==> config.mk <==
export PLATFORM = sky130hd
export DESIGN_NAME = fetch_stage
export DESIGN_NICKNAME = d
export VERILOG_FILES = /design/src/rtl/mips_pkg.sv /design/src/rtl/if_id_reg.sv /design/src/rtl/fetch_stage.sv
export SDC_FILE = /design/constraint.sdc
export NUM_CORES = 1
export LEC_CHECK = 0
export ABC_AREA = 1
export CAP_MARGIN = 25
export CORE_MARGIN = 4
export CORE_UTILIZATION = 49
export CTS_CLUSTER_DIAMETER = 40
export DETAILED_ROUTE_END_ITERATION = 7
export PLACE_DENSITY = 0.86
export SYNTH_ARGS = -nofsm -noshare
export SYNTH_HDL_FRONTEND = slang
export SYNTH_SLANG_ARGS = --single-unit
==> constraint.sdc <==
create_clock -name clk -period 5.75 [get_ports clk]
set_input_delay 0.8625 -clock clk [delete_from_list [all_inputs] [get_ports clk]]
set_output_delay 0.8625 -clock clk [all_outputs]
set_load 0.01 [all_outputs]
==> src/rtl/mips_pkg.sv <==
// mips_pkg: constants and types shared by the MIPS pipeline front end.
//   NOP_INSTR         encoding inserted into a squashed IF/ID slot (sll $0,$0,0)
//   OP_J / OP_BEQ     primary opcodes referenced by the front end / decode
//   *_MSB / *_LSB     instruction field boundaries (opcode, funct, jump index)
//   fetch_state_t     fetch control FSM states
package mips_pkg;

   localparam logic [31:0] NOP_INSTR = 32'h0000_0000;

   localparam logic [5:0] OP_J   = 6'b000010;
   localparam logic [5:0] OP_BEQ = 6'b000100;

   localparam int OP_MSB    = 31;
   localparam int OP_LSB    = 26;
   localparam int FUNCT_MSB = 5;
   localparam int FUNCT_LSB = 0;
   localparam int JIDX_MSB  = 25;
   localparam int JIDX_LSB  = 0;

   typedef enum logic {
      BOOT = 1'b0,
      RUN  = 1'b1
   } fetch_state_t;

endpackage

==> src/rtl/if_id_reg.sv <==
// if_id_reg: IF/ID pipeline register (instruction, PC+4, valid).
//   clk, reset  rising-edge clock, asynchronous active-high reset
//   en          load enable; when low every field holds (stall)
//   clr         synchronous clear to a NOP bubble, only honoured when en=1
//   d_instr, d_pcplus4, d_valid   next contents
//   instr, pcplus4, valid         registered contents
module if_id_reg
   import mips_pkg::*;
#(
   parameter int WIDTH = 32
) (
   input  logic             clk,
   input  logic             reset,
   input  logic             en,
   input  logic             clr,
   input  logic [31:0]      d_instr,
   input  logic [WIDTH-1:0] d_pcplus4,
   input  logic             d_valid,
   output logic [31:0]      instr,
   output logic [WIDTH-1:0] pcplus4,
   output logic             valid
);

   // Hold wins over clear: a stalled slot keeps its contents even if a
   // flush is requested in the same cycle.
   always_ff @(posedge clk or posedge reset) begin
      if (reset) begin
         instr   <= NOP_INSTR;
         pcplus4 <= '0;
         valid   <= 1'b0;
      end else if (en) begin
         if (clr) begin
            instr   <= NOP_INSTR;
            pcplus4 <= '0;
            valid   <= 1'b0;
         end else begin
            instr   <= d_instr;
            pcplus4 <= d_pcplus4;
            valid   <= d_valid;
         end
      end
   end

endmodule

==> src/rtl/fetch_stage.sv <==
// fetch_stage: MIPS instruction-fetch stage. Owns pcF, drives the
// instruction memory address and captures the returned word into IF/ID.
//   clk, reset           rising-edge clock, asynchronous active-high reset
//   stallF / stallD      hold PC / hold IF/ID this cycle
//   flushD               squash IF/ID (bubble)
//   pcsrcD, pcbranchD    taken branch and its target, resolved in decode
//   jumpD                jump resolved in decode (target from instrD)
//   imem_addr            registered pcF; imem_rdata is its combinational read
//   instrD, pcplus4D     IF/ID contents; opD/functD are slices of instrD
//   validD               instrD holds a real fetched instruction
//   fetch_cnt, flush_cnt performance counters, present only when the
//                        FETCH_PERF_CNT_EN macro is defined
module fetch_stage
   import mips_pkg::*;
#(
   parameter int               WIDTH    = 32,
   parameter logic [WIDTH-1:0] RESET_PC = '0
) (
   input  logic             clk,
   input  logic             reset,
   input  logic             stallF,
   input  logic             stallD,
   input  logic             flushD,
   input  logic             pcsrcD,
   input  logic             jumpD,
   input  logic [WIDTH-1:0] pcbranchD,
   output logic [WIDTH-1:0] imem_addr,
   input  logic [31:0]      imem_rdata,
   output logic [31:0]      instrD,
   output logic [WIDTH-1:0] pcplus4D,
   output logic [5:0]       opD,
   output logic [5:0]       functD,
   output logic             validD
`ifdef FETCH_PERF_CNT_EN
   ,
   output logic [31:0]      fetch_cnt,
   output logic [31:0]      flush_cnt
`endif
);

   fetch_state_t     state;
   logic [WIDTH-1:0] pcF;
   logic [WIDTH-1:0] pcplus4F;
   logic [WIDTH-1:0] pc_next;
   logic             ifid_en;
   logic             ifid_clr;
   logic             valid_r;
   logic             in_run;

   assign in_run   = (state == RUN);
   assign pcplus4F = pcF + WIDTH'(4);   // wraps modulo 2^WIDTH

   // Next PC: stall > jump > branch > sequential. During BOOT nothing
   // upstream is valid yet, so the PC simply advances.
   always_comb begin
      pc_next = pcplus4F;
      if (in_run) begin
         if (stallF)
            pc_next = pcF;
         else if (jumpD)
            pc_next = {pcplus4D[31:28], instrD[JIDX_MSB:JIDX_LSB], 2'b00};
         else if (pcsrcD)
            pc_next = pcbranchD;
      end
   end

   always_ff @(posedge clk or posedge reset) begin
      if (reset) begin
         pcF   <= RESET_PC;
         state <= BOOT;
      end else begin
         pcF   <= pc_next;
         state <= RUN;
      end
   end

   // BOOT ignores stall/flush: the first edge after reset is always a load.
   assign ifid_en  = !in_run || !stallD;
   assign ifid_clr = in_run && flushD;

   if_id_reg #(.WIDTH(WIDTH)) u_if_id (
      .clk       (clk),
      .reset     (reset),
      .en        (ifid_en),
      .clr       (ifid_clr),
      .d_instr   (imem_rdata),
      .d_pcplus4 (pcplus4F),
      .d_valid   (1'b1),
      .instr     (instrD),
      .pcplus4   (pcplus4D),
      .valid     (valid_r)
   );

   assign imem_addr = pcF;
   assign validD    = valid_r && in_run;
   assign opD       = instrD[OP_MSB:OP_LSB];
   assign functD    = instrD[FUNCT_MSB:FUNCT_LSB];

`ifdef FETCH_PERF_CNT_EN
   always_ff @(posedge clk or posedge reset) begin
      if (reset) begin
         fetch_cnt <= '0;
         flush_cnt <= '0;
      end else if (ifid_en) begin
         if (ifid_clr)
            flush_cnt <= flush_cnt + 32'd1;
         else
            fetch_cnt <= fetch_cnt + 32'd1;
      end
   end
`endif

endmodule
==> summary.txt <==
Clock network
  • CTS Buf Count: 9
  • Clock buffer depth: 2
  • CTS tree: yes
  • Clk sink count: 98
  • Setup bufs post-CTS: 0
  • Post-cts sizing count: 0
  • Reg clk slew, reported paths: roughly 0.09 ns
  • H-tree levels: 3
  • Clk_lat worst skew: roughly 0.37 ns
  • Count of hold buffers inserted by post-cts repair: 0
  • Clock root cell: clkbuf_8

Synthesis
  • Syn_nets: between 700 and 800
  • Yosys cell types: 32
  • Syn avg cell area: 7.95 µm²
  • Top_reg_cell synth: dfrtp_1
  • Yosys Warn Count: 0
  • Mapped Area: around 0.0052 mm²
  • Asr flop ratio synth: between 90% and 100%
  • Post-synth EDFFs: 0
  • Register area share after synthesis: between 40% and 50%
  • Post-Synthesis Cells: 656
  • Flop and latch count out of synthesis: 98

Floorplan
  • Core area: ~0.010 mm²
  • Die H: between 100 and 150 µm
  • Top Ports: between 150 and 200
  • # rows: 37
  • Die X: between 100 and 150 µm
  • Initial Util: 50.5%
  • Die ar.: 0.0124 mm²

Layout
  • Diode count: 0
  • Nets: about 880
  • Finished Cell Area: roughly 0.0072 mm²
  • Layout cells sized above 1: roughly 7.2%
  • Area Growth Syn to Fin: 38.9%

Placed design
  • Placed cell areas: 0.00703 mm²
  • Port bufs: between 150 and 200
  • Dpl hpwl: ~12000 µm
  • RePlAce Congestion: between 0.9 and 1

GRT
  • GRT busiest layer: met2
  • Met3 GRT Util: under 10%
  • Gr ovfl total: 0
  • Met2 Usage GRT: 39.4%
  • Largest net degree at the start of global routing: 53
  • Met1 GRT Util: approximately 34%
  • Total GRT Usage: between 20% and 30%
  • Vias in the first global route: roughly 4900
  • Initial antenna violation count: 0
  • First-pass GRT wire length: 24700 µm

STA
  • Slew margin rel.: 38.1%
  • Final setup fails: 0
  • Period utilization: 51.5%
  • Min cycle time layout: between 2 and 3 ns
  • Final Hold Vio Count: 0
  • Pins over their slew limit: 0
  • Tightest Pin Transition: between 0.9 and 1 ns
  • Fmax: 338 MHz
  • Unrepaired setup endpoints after global routing: no
  • Worst hold slack: 0.485 ns
  • Clk_skew: approximately 0.011 ns
  • Setup_tns: 0 ns

Route
  • Average wire per standard cell: around 16 µm
  • Number of detailed-route iterations in the first pass: 5
  • Routed WL: approximately 15000 µm
  • Post-route DRC violation count: 0
  • Overall via count from detail_route: 4998
  • Drt via density: between 5 and 6
  • Drt initial violations: between 200 and 300
  • Routed Antenna Nets: 0

Power
  • Worst VDD drop: 0.000119 V
  • Static leakage power: 0.00339 µW
  • Overall power: 1950 µW
  • Power Dens Cells: around 270 mW/mm²

Setup path
  • Crit Path Class: register to output pin
  • Worst Setup Start Kind: register
  • Worst path cell trace: nand2_1 > inv_1 > clkdlybuf4s50_1
  • Crit. End Element: output pin
  • Worst EP required: between 4 and 5 ns
  • Crit Path Max Fanout: 35
  • Crit path launch: in_run$_DFF_PP0_
  • WP buf/inv: 2
  • Slowest stage cell, crit path: dfrtp_1
  • Worst EP arrival: between 2 and 2.5 ns
  • CP delay by family, top: flip-flops
  • R2r startpoint: in_run$_DFF_PP0_
  • CP peak stage delay: about 0.96 ns

Hold path
  • Min-delay src: u_if_id.pcplus4[20]$_DFFE_PP0P_
  • Min-delay worst type: register to register

Outcome
  • Status: finished, final reports clean

Flow run
  • Max_cap viols: 0
==> registers in the layout, summed over array words and instances, names as in the netlist <==
name	count
u_if_id.instr	32
imem_addr	32
in_run	1
u_if_id.valid	1
u_if_id.pcplus4	32
==> layout make-up <==
| class | instances | area [µm²] |
|---|---|---|
| Fill cell | 806 | 3080 |
| Sequential cell | 98 | 2450 |
| Multi-Input combinational cell | 457 | 2340 |
| Timing Repair Buffer | 184 | 1860 |
| Inverter | 60 | 228 |
| Tap cell | 136 | 170 |
| Clock buffer | 11 | 141 |
| Clock inverter | 5 | 53.8 |
==> power by group <==
group / switching [µW] / internal [µW] / leakage, µW
combinational: 295 / 312 / 0.00208
sequential: 102 / 784 / 0.00120
clock: 240 / 212 / 0.000103
==> cell families (layout without fill, tap and decap cells) <==
kind of cell    count (synthesis)  count (layout)  synth area share [%]
compound gates                144             144                  15.8
simple gates                  296             296                  25.3
flops                          98              98                  47.0
fa+ha+maj                       1               1                 0.240
buf+inv                       101             260                  8.33
xor+xnor                       15              15                  3.24
other cells                     1               1                0.0719
==> cells in the final DEF, fill, tap and decap left out, types with 6 or more instances in the layout <==
master	Yosys	routed
clkdlybuf4s50_1	0	179
nand2_2	8	8
a21oi_1	23	23
a22o_1	21	21
dfrtp_1	98	98
xor2_1	6	6
nand3_1	14	14
nand2_1	202	202
nor2_1	48	48
inv_1	54	53
clkbuf_8	0	10
o21ai_0	87	87
==> worst register-to-register path, cell delays in order (launching register included) <==
cell and delay (ns):
dfrtp_1 0.96, nand2_1 0.73, inv_1 0.45, buf_16 0.22, a22o_1 0.17
==> cells in the mapped netlist, types with 2 or more instances <==
cell,number,share of area [%]
o21ai_1,2,0.19
nor2_8,5,1.9
xor2_2,5,1.6
and2_1,2,0.24
nor2_4,4,0.86
o22ai_1,5,0.60
nor2_1,48,3.5
buf_4,12,1.7
nand2_1,202,15
nand3_1,14,1.3
a21oi_1,23,2.2
o211ai_1,3,0.43
a22oi_1,2,0.29
clkbuf_1,20,1.4
nand2_2,8,0.96
inv_2,5,0.36
buf_2,8,0.77
xnor2_1,4,0.67
nand3b_1,4,0.58
nand2_4,3,0.65
xor2_1,6,1.0
inv_1,54,3.9
nor2_2,5,0.60
a22o_1,21,3.5
o21ai_0,87,8.3
dfrtp_1,98,47
==> final timing paths <==
check	endpoint	slack [ns]	depth (start not counted)
max	validD	2.79	3
min reg2reg	u_if_id.pcplus4[20]$_DFFE_PP0P_	0.49	2
min in group asynchronous	imem_addr[1]$_DFFE_PP0P_	0.92	2
max in group asynchronous	imem_addr[9]$_DFFE_PP0N_	3.78	3
max reg2reg	u_if_id.pcplus4[11]$_DFFE_PP0P_	3.15	4
min	u_if_id.pcplus4[20]$_DFFE_PP0P_	0.49	2
==> per-stage QoR <==
step           worst slack, ns  utilization, %  std cells
4_1_cts                   2.80            70.0        950
5_1_grt                   2.67            70.1        951
2_1_floorplan             2.33               -        656
6_report                  2.79            70.1        951
3_5_place_dp              2.70            68.1        934
3_3_place_gp              2.55            67.8        933
==> routing by layer <==
layer | part of all wire, % | vias to the layer above
met4 | 1.9 | 0
li1 | - | 2389
met1 | 42 | 2355
met5 | 0 | -
met3 | 8.3 | 25
met2 | 47 | 229
Note: power is estimated with default switching activity, not from simulation.
